===== src/rtl/iterative_muldiv_unit.sv =====
// iterative_muldiv_unit: radix-2 shift-add multiplier / restoring divider, one operation in flight.
// Latency: WIDTH+1 edges counting the accept edge; 1 edge for trivial operands when early-out is built in.
// Backpressure: the result is held in DONE until OutReady; InReady is low while busy or holding.
//
// Ports:
//   Clk, ResetN          clock, asynchronous active-low reset
//   InValid / InReady    request handshake; Rs1, Rs2, CtrlMDOp are captured on accept
//   CtrlMDOp             0 MUL, 1 MULH, 2 MULHSU, 3 MULHU, 4 DIV, 5 DIVU, 6 REM, 7 REMU
//   Kill                 synchronous abort from any state (wins over accept and OutReady)
//   OutValid / OutReady  result handshake; Rd reads 0 whenever OutValid is low
// Compile option: MDU_EARLY_OUT_EN - zero operands, divide-by-zero and signed overflow
//   finish straight from IDLE to DONE.
module iterative_muldiv_unit #(
  parameter int WIDTH = 32
) (
  input  logic             Clk,
  input  logic             ResetN,
  input  logic             InValid,
  output logic             InReady,
  input  logic [WIDTH-1:0] Rs1,
  input  logic [WIDTH-1:0] Rs2,
  input  logic [2:0]       CtrlMDOp,
  input  logic             Kill,
  output logic             OutValid,
  input  logic             OutReady,
  output logic [WIDTH-1:0] Rd
);

  localparam int CW = $clog2(WIDTH);
  localparam logic [CW-1:0] LAST_ITER = CW'(WIDTH - 1);

  localparam logic [2:0] OP_MUL    = 3'd0;
  localparam logic [2:0] OP_MULH   = 3'd1;
  localparam logic [2:0] OP_MULHSU = 3'd2;
  localparam logic [2:0] OP_MULHU  = 3'd3;
  localparam logic [2:0] OP_DIV    = 3'd4;
  localparam logic [2:0] OP_DIVU   = 3'd5;
  localparam logic [2:0] OP_REM    = 3'd6;

  typedef enum logic [1:0] {
    S_IDLE = 2'd0,
    S_BUSY = 2'd1,
    S_DONE = 2'd2
  } state_e;

  state_e           state_q, state_d;
  logic [CW-1:0]    cnt_q, cnt_d;
  logic [2:0]       op_q, op_d;
  logic             qneg_q, qneg_d;   // negate product / quotient at the end
  logic             rneg_q, rneg_d;   // negate remainder at the end
  logic [WIDTH-1:0] hi_q, hi_d;       // product high half / partial remainder
  logic [WIDTH-1:0] lo_q, lo_d;       // multiplier shifting out / dividend->quotient
  logic [WIDTH-1:0] b_q, b_d;         // |multiplicand| or |divisor|
  logic [WIDTH-1:0] res_q, res_d;

  // ---------------- request decode ----------------
  logic             is_div_op, a_sgn, b_sgn;
  logic [WIDTH-1:0] abs_a, abs_b;

  always_comb begin
    is_div_op = CtrlMDOp[2];
    a_sgn = Rs1[WIDTH-1] && ((CtrlMDOp == OP_MULH) || (CtrlMDOp == OP_MULHSU) ||
                             (CtrlMDOp == OP_DIV)  || (CtrlMDOp == OP_REM));
    b_sgn = Rs2[WIDTH-1] && ((CtrlMDOp == OP_MULH) || (CtrlMDOp == OP_DIV) ||
                             (CtrlMDOp == OP_REM));
    abs_a = a_sgn ? -Rs1 : Rs1;
    abs_b = b_sgn ? -Rs2 : Rs2;
  end

`ifdef MDU_EARLY_OUT_EN
  localparam logic [WIDTH-1:0] MOST_NEG = {1'b1, {(WIDTH-1){1'b0}}};

  logic             ovf, early;
  logic [WIDTH-1:0] early_res;

  always_comb begin
    ovf   = ((CtrlMDOp == OP_DIV) || (CtrlMDOp == OP_REM)) && (Rs1 == MOST_NEG) && (&Rs2);
    early = (~|Rs1) || (~|Rs2) || ovf;
    // Any product with a zero operand and any quotient/remainder of a zero dividend is 0.
    early_res = '0;
    if (is_div_op) begin
      if (~|Rs2) begin
        early_res = CtrlMDOp[1] ? Rs1 : '1;   // REM/REMU return the dividend
      end else if (ovf) begin
        early_res = CtrlMDOp[1] ? '0 : Rs1;
      end
    end
  end
`endif

  // ---------------- one radix-2 step ----------------
  logic [WIDTH:0]   mul_sum, rem_sh;
  logic             div_ge;
  logic [WIDTH-1:0] it_hi, it_lo;

  always_comb begin
    // Multiply: add multiplicand when the multiplier LSB is set, then shift {carry,hi,lo} right.
    mul_sum = {1'b0, hi_q} + (lo_q[0] ? {1'b0, b_q} : '0);
    // Divide: shift next dividend bit into the remainder and subtract if it fits.
    rem_sh  = {hi_q, lo_q[WIDTH-1]};
    div_ge  = rem_sh >= {1'b0, b_q};
    if (op_q[2]) begin
      it_hi = div_ge ? (rem_sh[WIDTH-1:0] - b_q) : rem_sh[WIDTH-1:0];
      it_lo = {lo_q[WIDTH-2:0], div_ge};
    end else begin
      it_hi = mul_sum[WIDTH:1];
      it_lo = {mul_sum[0], lo_q[WIDTH-1:1]};
    end
  end

  // ---------------- sign correction of the final step ----------------
  logic [2*WIDTH-1:0] prod, prod_fix;
  logic [WIDTH-1:0]   quo_fix, rem_fix, fin_res;

  always_comb begin
    prod     = {it_hi, it_lo};
    prod_fix = qneg_q ? -prod : prod;
    quo_fix  = qneg_q ? -it_lo : it_lo;
    rem_fix  = rneg_q ? -it_hi : it_hi;
    case (op_q)
      OP_MUL:                       fin_res = prod_fix[WIDTH-1:0];
      OP_MULH, OP_MULHSU, OP_MULHU: fin_res = prod_fix[2*WIDTH-1:WIDTH];
      OP_DIV, OP_DIVU:              fin_res = quo_fix;
      default:                      fin_res = rem_fix;
    endcase
  end

  // ---------------- FSM next state ----------------
  always_comb begin
    state_d = state_q;
    cnt_d   = cnt_q;
    op_d    = op_q;
    qneg_d  = qneg_q;
    rneg_d  = rneg_q;
    hi_d    = hi_q;
    lo_d    = lo_q;
    b_d     = b_q;
    res_d   = res_q;

    if (Kill) begin
      state_d = S_IDLE;
      cnt_d   = '0;
      res_d   = '0;
    end else begin
      case (state_q)
        S_IDLE: begin
          if (InValid) begin
            state_d = S_BUSY;
            cnt_d   = '0;
            op_d    = CtrlMDOp;
            // A zero divisor keeps the all-ones quotient unnegated.
            qneg_d  = (a_sgn ^ b_sgn) && (|Rs2);
            rneg_d  = a_sgn;
            hi_d    = '0;
            lo_d    = is_div_op ? abs_a : abs_b;
            b_d     = is_div_op ? abs_b : abs_a;
`ifdef MDU_EARLY_OUT_EN
            if (early) begin
              state_d = S_DONE;
              res_d   = early_res;
            end
`endif
          end
        end
        S_BUSY: begin
          hi_d = it_hi;
          lo_d = it_lo;
          if (cnt_q == LAST_ITER) begin
            state_d = S_DONE;
            cnt_d   = '0;
            res_d   = fin_res;
          end else begin
            cnt_d = cnt_q + 1'b1;
          end
        end
        S_DONE: begin
          if (OutReady) begin
            state_d = S_IDLE;
            res_d   = '0;
          end
        end
        default: begin
          state_d = S_IDLE;
          res_d   = '0;
        end
      endcase
    end
  end

  always_ff @(posedge Clk or negedge ResetN) begin
    if (!ResetN) begin
      state_q <= S_IDLE;
      cnt_q   <= '0;
      op_q    <= '0;
      qneg_q  <= 1'b0;
      rneg_q  <= 1'b0;
      hi_q    <= '0;
      lo_q    <= '0;
      b_q     <= '0;
      res_q   <= '0;
    end else begin
      state_q <= state_d;
      cnt_q   <= cnt_d;
      op_q    <= op_d;
      qneg_q  <= qneg_d;
      rneg_q  <= rneg_d;
      hi_q    <= hi_d;
      lo_q    <= lo_d;
      b_q     <= b_d;
      res_q   <= res_d;
    end
  end

  assign InReady  = (state_q == S_IDLE);
  assign OutValid = (state_q == S_DONE);
  assign Rd       = OutValid ? res_q : '0;

endmodule


===== config.mk =====
export PLATFORM = sky130hd
export DESIGN_NAME = iterative_muldiv_unit
export DESIGN_NICKNAME = d
export VERILOG_FILES = /design/src/rtl/iterative_muldiv_unit.sv
export SDC_FILE = /design/constraint.sdc
export NUM_CORES = 1
export LEC_CHECK = 0
export CAP_MARGIN = 20
export CORE_MARGIN = 1
export CORE_UTILIZATION = 57
export CTS_CLUSTER_DIAMETER = 60
export DETAILED_ROUTE_END_ITERATION = 7
export GPL_TIMING_DRIVEN = 0
export PLACE_DENSITY = 0.8
export SYNTH_ARGS = -nofsm -noshare
export SYNTH_HDL_FRONTEND = slang
export SYNTH_SLANG_ARGS = --single-unit

===== constraint.sdc =====
create_clock -name Clk -period 13.8 [get_ports Clk]
set_input_delay 2.07 -clock Clk [delete_from_list [all_inputs] [get_ports Clk]]
set_output_delay 2.07 -clock Clk [all_outputs]
set_load 0.05 [all_outputs]

# == After elaboration in Yosys (flattened, before gate mapping) ==
# Cells that the tools add are included.
# totals
reg_bits,140
in_bits,72
output_inout_bits,34
elab_cells,87
# op_classes
addsub,8
magnitude_cmp,1
n_eq_ne,17
muxes,30
bitwise,2
reduce_logical,20
# ops
op,count
$mux W32,16
$pmux W32 S3,2
$neg A32 Y32,4
$pmux W32 S2,2
$mux W64,1
$neg A64 Y64,1
$add A32 B32 Y33,1
$ge A33 B32 Y1,1
$reduce_or A32 Y1,1
$sub A32 B32 Y32,1
$mux W5,3
$eq A3 B3 Y1 const B,4
$reduce_and A3 Y1,4
$pmux W5 S2,1
$eq A3 B2 Y1 const B,3
$mux W2,4
$eq A3 B1 Y1 const B,2
$ne A3 B2 Y1 const B,2
$pmux W2 S3,1
$add A5 B1 Y5 const B,1
$eq A5 B5 Y1 const B,1
$logic_or A1 B1 Y1,5
$logic_and A1 B1 Y1,3
$logic_not A3 Y1,1
other kinds (13),13

# == Logic depth before layout (Yosys ltp) ==
# Gate-level depths: netlist of the first run.
# depth
word_depth,9
mapped_depth,20
ltp_nobuf,18

# == Least setup slack after synthesis of the first run ==
# Ideal clock, no wire load.
# synth_timing
kind,input -> register
start,in Rs2[14]
end,reg lo_q[27]
setup_ps,83
arrival_ps,4782
required_time_ps,13717
path_slack_ps,8936
path_stages,12
path_buffers,0
path_cell_list,or3_1 nor3_1 nand2b_1 or3_1 or2_2 or4_1 o41ai_1 xnor2_1 nor2_1 a211oi_1 a21oi_1 o21ai_0
# synth_between
elab_chain_cells,5
# synth_lines
item,line,text
from (decl),21,"input logic [WIDTH-1:0] Rs2,"
$neg A32 Y32,67,abs_b = b_sgn ? -Rs2 : Rs2;
$mux W32,67,
$mux W32,155,lo_d = is_div_op ? abs_a : abs_b;
$mux W32,147,if (InValid) begin
$pmux W32 S2,145,case (state_q)
to (signal assigned),208,lo_q <= lo_d;
to (decl),52,"logic [WIDTH-1:0] lo_q, lo_d;"
# Every way passes these cells. The select of a mux whose other input is x is not followed.
# A chain may end at the register's enable or synchronous reset.

# == Final worst setup path of the first run ==
# layout_timing
start,reg op_q[2]
end,reg res_q[30]
# layout_between
elab_chain_cells,7
elab_cells_between_ends,20
classes_between,add/sub: 3; eq/ne: 5; mux: 9; reduce/logical: 3
# layout_lines
item,line,text
from (decl),48,"logic [2:0] op_q, op_d;"
from (signal assigned),204,op_q <= op_d;
$mux W32,102,if (op_q[2]) begin
"$neg A64 Y64, or another cell as far along",117,prod_fix = qneg_q ? -prod : prod;
"$mux W64, or another cell as far along",117,
$pmux W32 S3 *,120,case (op_q)
$mux W32 *,168,if (cnt_q == LAST_ITER) begin
$pmux W32 S3 *,145,
$mux W32 *,140,if (Kill) begin
to (signal assigned),210,res_q <= res_d;
to (decl),54,"logic [WIDTH-1:0] res_q, res_d;"
# Every way passes the cells marked *; elsewhere a longest branch is shown, timed or not. The select of a mux whose other input is x is not followed.

==> results of run 1 <==
==> per-stage QoR <==
stage                     hold WS (ns)  std cells  cell area [um2]
after detailed placement         0.456       2577            17100
after CTS                        0.473       2609            17700
after floorplan                  0.430       2131            15600
final                            0.472       2611            17700
after global placement           0.445       2576            17000
after global routing             0.487       2611            17700
==> Yosys cell counts, types with 20 or more instances <==
library cell	instances	area, um2
nand2_1	285	1070
o21ai_0	230	1150
a21oi_1	204	1020
nor2_1	181	679
dfrtp_1	140	3500
xnor2_1	107	937
clkbuf_1	90	338
and2_1	71	444
xor2_1	71	622
ha_1	70	876
inv_1	70	263
nor3_1	49	245
mux2i_1	45	450
o31ai_1	25	188
nand4_1	24	150
buf_2	21	105
nand3_1	21	105
o211ai_1	21	158
a21o_1	20	150
a31oi_1	20	125
or3_1	20	125
==> sequential cells by signal, summed over array words and instances, names as in the netlist <==
name	count
b_q	32
cnt_q	5
hi_q	32
lo_q	32
op_q	3
qneg_q	1
res_q	32
rneg_q	1
state_q	2
==> layout by cell type, fill, tap and decap left out, types with 16 or more instances in the layout <==
cell type and n:
a211oi_1 16, dfrtp_1 140, o31ai_1 25, mux2_2 17, clkdlybuf4s50_1 103, a22o_1 17, nand4_1 24, xnor2_1 107
o21ai_0 230, nor2b_1 16, a21oi_1 204, nor3_1 49, xor2_1 71, or3_1 20, mux2i_1 45, a21o_1 20
buf_2 21, and2_1 71, o211ai_1 21, clkbuf_1 90, nor4_1 17, nand3_1 21, nor2_1 181, a31oi_1 20
nand2_1 285, inv_1 70, ha_1 70, clkbuf_16 17
==> layout make-up <==
type	count	area, um2	area share, %
clock buffer	17	425	2.41
buffer	131	561	3.17
inverter	71	267	1.51
sequential	140	3500	19.8
multi-input combinational	1789	11200	63.5
timing repair buffer	107	1080	6.12
tap	341	427	2.41
clock inverter	15	196	1.11
==> power by group through the flow <==
| stage | registers, mW | clock network, mW | logic, mW |
|---|---|---|---|
| 2_1_floorplan | 0.574 | 0 | 1.81 |
| 3_3_place_gp | 0.644 | 0 | 2.47 |
| 3_5_place_dp | 0.649 | 0 | 2.51 |
| 4_1_cts | 0.642 | 0.478 | 2.52 |
| 5_1_grt | 0.654 | 0.497 | 2.80 |
| 6_report | 0.654 | 0.482 | 2.63 |
==> metal layers <==
layer	wire (um)	up-vias	part of all wire (%)
met2	26700	1157	43
met5	36	-	0.058
met1	23900	8202	38
met4	4830	4	7.8
met3	6730	286	11
li1	-	7927	-
==> worst min-delay path, stage by stage, from the launching register on <==
cell and delay (ns):
dfrtp_1 0.34, nand2_1 0.05, nand2_1 0.06
==> cells by family (layout without fill, tap and decap cells) <==
group	count (synthesis)	count (layout)	share of synthesized area [%]
XOR/XNOR	178	178	10.0
buffers and inverters	202	341	5.32
AO/OA/AOI/OAI	706	706	28.4
flip-flops	140	140	22.5
multiplexers	62	62	4.13
AND/OR/NAND/NOR	771	771	23.7
adder cells (fa/ha/maj)	72	72	5.89
==> worst max path at each step <==
stage                endpoint  slack [ns]  cells past startpoint
finish              res_q[30]        6.74                     18
global route        res_q[30]        6.64                     18
CTS                 res_q[30]        7.14                     18
detailed placement  res_q[30]        7.20                     18
global placement     lo_q[13]        5.29                      1
floorplan            lo_q[27]        8.94                     12
==> results_dict.tcl, run 1 <==
set metrics [dict create \
    clock_power_share_pct 12.8 \
    ctsLongestPathBuffers 2 \
    fillers 2342 \
    numCtsBuffers 17 \
    drc_errors 3 \
    cts_tree "built" \
    hold_start "res_q[14]" \
    crit_type "flip-flop to flip-flop" \
    cts_max_level 4 \
    start_util_pct 57.9 \
    violations "design-rule violations" \
    die_w_um 167 \
    layout.nets 2401 \
    crit_required_ns 14.13 \
    status "finished, violations left" \
    leakagePower_nw 7.29 \
    post_cts_resized 0 \
    gp_congestion 1.10 \
    rsz0062_at_grt "false" \
    reg2reg_from "op_q[2]" \
    cp_top_family "buffers and inverters" \
    clock.fmax_mhz 142 \
    report.final.slew_viol_count 0 \
    timing.rr.end "res_q[30]" \
    sw_frac_of_total_pct 55.9 \
    finalSetupViolCount 0 \
    clock-root-buffer "clkbuf_16" \
    finalCritPeriodShare_pct 51.2 \
    worstSkewPairLatency_ns 0.45 \
    tightest_slew_ns 1.19 \
    grt-ovfl-total 0 \
    grt_pass1_vias 16755 \
    gr-max-usage-layer "met2" \
    first_iter_violations 2388 \
    use_met1_pct 56.1 \
    chipHeight_um 167 \
    hold_end "res_q[14]" \
    cp_cell_sequence "clkbuf_1 -> buf_2 -> buf_2 -> buf_2 -> buf_2 -> buf_1 -> buf_1 -> clkbuf_1 -> nor2_1 -> a21oi_1 -> ha_1 -> nand4b_1 -> nor4_1 -> nand3_1 -> o41ai_2 -> xor2_1 -> a221oi_1 -> o21ai_1" \
    cts.hold.buffers_added 0 \
    power.switching_mw 2.11 \
    yosys_warnings 0 \
    grt_pass1_wl_um 95300 \
    ant_nets 0 \
    syn_to_final_growth_pct 13.7 \
    ys_seq_area_share_pct 22.5 \
    grt_max_degree 97 \
    power_density_nw_per_um2 213 \
    drive_gt1_share_pct 5.55 \
    io_pins 106 \
    fin_crit_ns 7.06 \
    critPathArrivalTime_ns 7.39 \
    p_int_mw 1.66 \
    worst-path-max-fanout 10 \
    cp_common_cell "buf_2" \
    synth-edff-count 0 \
    synth_area_per_cell_um2 7.30 \
    crit_slowest_cell "clkbuf_1" \
    finClkSkew_ns 0.0195 \
    syn_area_um2 15600 \
    hold_class "flip-flop to flip-flop" \
    critPathBufInv 8 \
    relSlewSlack_pct 19.1 \
    maxCapViolations 0 \
    r2r_cells 18 \
    via_per_inst 6.73 \
    rows 60 \
    reg2reg_slack_ns 6.74 \
    antenna_found_initial 1 \
    cpPeakStageDelay_ns 0.70 \
    end_kind "flip-flop" \
    grt_usage_pct 44.6 \
    seqPwrFrac_pct 17.4 \
    fp.dieArea_um2 28000 \
    timing.critical_path.from "op_q[2]" \
    hold_depth 2 \
    synth-async-reset-ratio_pct 100 \
    fin_total_pwr_mw 3.77 \
    dp_hpwl_um 50100 \
    max-vdd-ir-drop_mv 0.109 \
    ys_ff_latch 140 \
    post-route-util_pct 65.8 \
    clk_pin_slew_worst_paths_ns 0.08 \
    synthFlopType "dfrtp_1" \
    grtUsageMet2_pct 68.6 \
    syn_inst 2131 \
    final.setup.worst_slack_ns 6.74 \
    place_ws_ns 7.20 \
    cts_setup_buffers 0 \
    pwr-share-comb_pct 69.9 \
    timing.final.hold_violations 0 \
    wirelength_um 62200 \
    synth_nets 2275 \
    wl_per_cell_um 23.8 \
    dr.pass1.iters 8 \
    cp-start-kind "flip-flop" \
    finalSetupTns_ns 0 \
    netlist-cell-type-count 95 \
    n_antenna_cell 0 \
    coreArea_um2 26900 \
    io_buffers 104 \
    dr_total_vias 17576 \
    met3_usage_pct 10.0 \
    numClockSinks 140 \
]
No activity file was read; power rests on OpenSTA's default activity.
==> run 2, diff against run 1 <==
==> constraint.sdc (replaced) <==
create_clock -name Clk -period 6.85 [get_ports Clk]
set_input_delay 1.0275 -clock Clk [delete_from_list [all_inputs] [get_ports Clk]]
set_output_delay 1.0275 -clock Clk [all_outputs]
set_load 0.05 [all_outputs]
==> run 2 against run 1 <==
  * The flow now finishes without violations
  * Cell count unchanged
  * Global-route usage unchanged
  * Die area unchanged
  * Largest power group unchanged
  * Final area about the same
  * Critical endpoint unchanged
  * Sequential power increased by 100%
  * Clock power increased by 100%
  * Critical path depth unchanged
  * Largest cell class unchanged
  * Power increased by 100%
  * Sequential share of layout area about the same
==> results_dict.tcl, run 2 (synthesis gave the netlist of run 1 again) <==
set metrics [dict create \
    grt_usage_pct 44.6 \
    status "finished clean" \
    worst-path-max-fanout 10 \
    coreArea_um2 26900 \
    cpPeakStageDelay_ns 0.61 \
    cts.hold.buffers_added 0 \
    crit_type "flip-flop to flip-flop" \
    wl_per_cell_um 23.9 \
    finalCritPeriodShare_pct 98.4 \
    grt_max_degree 97 \
    timing.final.hold_violations 0 \
    maxCapViolations 0 \
    grt_pass1_vias 16755 \
    place_ws_ns 0.253 \
    numClockSinks 140 \
    regArea_um2 3500 \
    finClkSkew_ns 0.0147 \
    fillers 2338 \
    power_density_nw_per_um2 431 \
    cp_cell_sequence "clkbuf_1 -> and2_1 -> ha_1 -> inv_1 -> fa_1 -> nand2b_1 -> a21oi_1 -> o21ai_0 -> and3_1 -> o311ai_0 -> a221o_1 -> o21ai_0 -> a21oi_1 -> nand4_1 -> o41ai_2 -> xor2_1 -> a221oi_1 -> o21ai_1" \
    drc_errors 0 \
    m1WireLength_um 23900 \
    report.final.slew_viol_count 0 \
    ant_nets 0 \
    layout.nets 2401 \
    crit_required_ns 7.18 \
    whs_ns 0.472 \
    via_per_inst 6.78 \
    clock.fmax_mhz 148 \
    critPathArrivalTime_ns 7.07 \
    place_area_um2 17100 \
    die_w_um 167 \
    leakagePower_nw 7.30 \
    fin_crit_ns 6.74 \
    grt-ovfl-total 0 \
    io_buffers 104 \
    reg2reg_slack_ns 0.11 \
    hold_class "flip-flop to flip-flop" \
    clk_pin_slew_worst_paths_ns 0.08 \
    numCtsBuffers 17 \
    cp-start-kind "flip-flop" \
    n_antenna_cell 0 \
    multi_input_area_um2 11200 \
    worstSkewPairLatency_ns 0.45 \
    final_cell_area_um2 17700 \
    cts_tree "built" \
    cts_max_level 4 \
    relSlewSlack_pct 21.8 \
    syn_to_final_growth_pct 13.7 \
    finalSetupViolCount 0 \
    met3_length_um 6780 \
    gp_congestion 1.10 \
    max-vdd-ir-drop_mv 0.219 \
    drive_gt1_share_pct 5.64 \
    final.setup.worst_slack_ns 0.107 \
    layout_commonest_cell "nand2_1" \
    antenna_found_initial 1 \
    final_cell_mix "285 x nand2_1, 230 x o21ai_0, 204 x a21oi_1" \
    start_util_pct 57.9 \
    io_pins 106 \
    ctsLongestPathBuffers 2 \
    grt_pass1_wl_um 95300 \
    rsz0062_at_grt "false" \
    wirelength_um 62300 \
    dr_total_vias 17709 \
    clock-root-buffer "clkbuf_16" \
    rows 60 \
    fp.dieArea_um2 28000 \
    top_layer "met5" \
    chipHeight_um 167 \
    crit_slowest_cell "o311ai_0" \
    dp_hpwl_um 50100 \
    dr_wl_met2_um 26800 \
    dr.pass1.iters 8 \
    first_iter_violations 2288 \
    end_kind "flip-flop" \
    tightest_slew_ns 1.16 \
]
run 2: cell counts in the layout (fill, tap and decap cells not counted):
Identical to the previous run, type by type.
run 2: worst max-delay path, delay by kind of cell, from the launching register on:
kind / cells / cell delay (ns)
adders and majority gates: 2 / 0.64
and+or+nand+nor: 4 / 1.17
xor gates and xnor gates: 1 / 0.12
DFF: 1 / 0.52
buffers and inverters: 2 / 0.64
AOI/OAI and AO/OA: 9 / 3.51
run 2: repair_timing:
item | in CTS | in global routing
setup endpoints to repair | 0 | 5
hold endpoints to repair | 0 | 0
setup buffers | 0 | 0
resized for setup | 0 | 3
run 2: path summary, 6_finish.rpt:
check	start	to	cells after the start
min	res_q[14]	res_q[14]	2
max	lo_q[0]	res_q[30]	18
max in group asynchronous	ResetN	b_q[15]	2
min in group asynchronous	ResetN	hi_q[18]	1
min reg2reg	res_q[14]	res_q[14]	2
max reg2reg	lo_q[0]	res_q[30]	18
run 2: per-stage QoR:
stage	TNS, ns	util, %	total power, mW	instances
after floorplan	0	-	4.81	2131
after global placement	-84.22	63.3	6.27	2576
after detailed placement	0	63.4	6.36	2577
after CTS	0	65.8	7.34	2609
after global routing	0	65.8	7.98	2611
final	0	65.8	7.62	2611
run 2: area by class of cell:
cell class / instances / share of cell area, %
Timing Repair Buffer: 107 / 6.12
Inverter: 71 / 1.51
Buffer: 131 / 3.17
Tap cell: 341 / 2.41
Sequential cell: 140 / 19.8
Clock inverter: 15 / 1.11
Clock buffer: 17 / 2.40
Multi-Input combinational cell: 1789 / 63.5
run 2: power breakdown:
part	leakage [nW]	internal (mW)	switching [mW]	total, mW
Sequential	1.82	1.00	0.317	1.32
Combinational	5.18	1.85	3.48	5.33
Clock	0.299	0.497	0.477	0.973
run 2: metal layers:
| layer | global-route usage, % | vias up |
|---|---|---|
| li1 | - | 7933 |
| met4 | 30.4 | 2 |
| met1 | 56.1 | 8318 |
| met3 | 10.0 | 293 |
| met2 | 68.6 | 1163 |
| met5 | 0 | - |
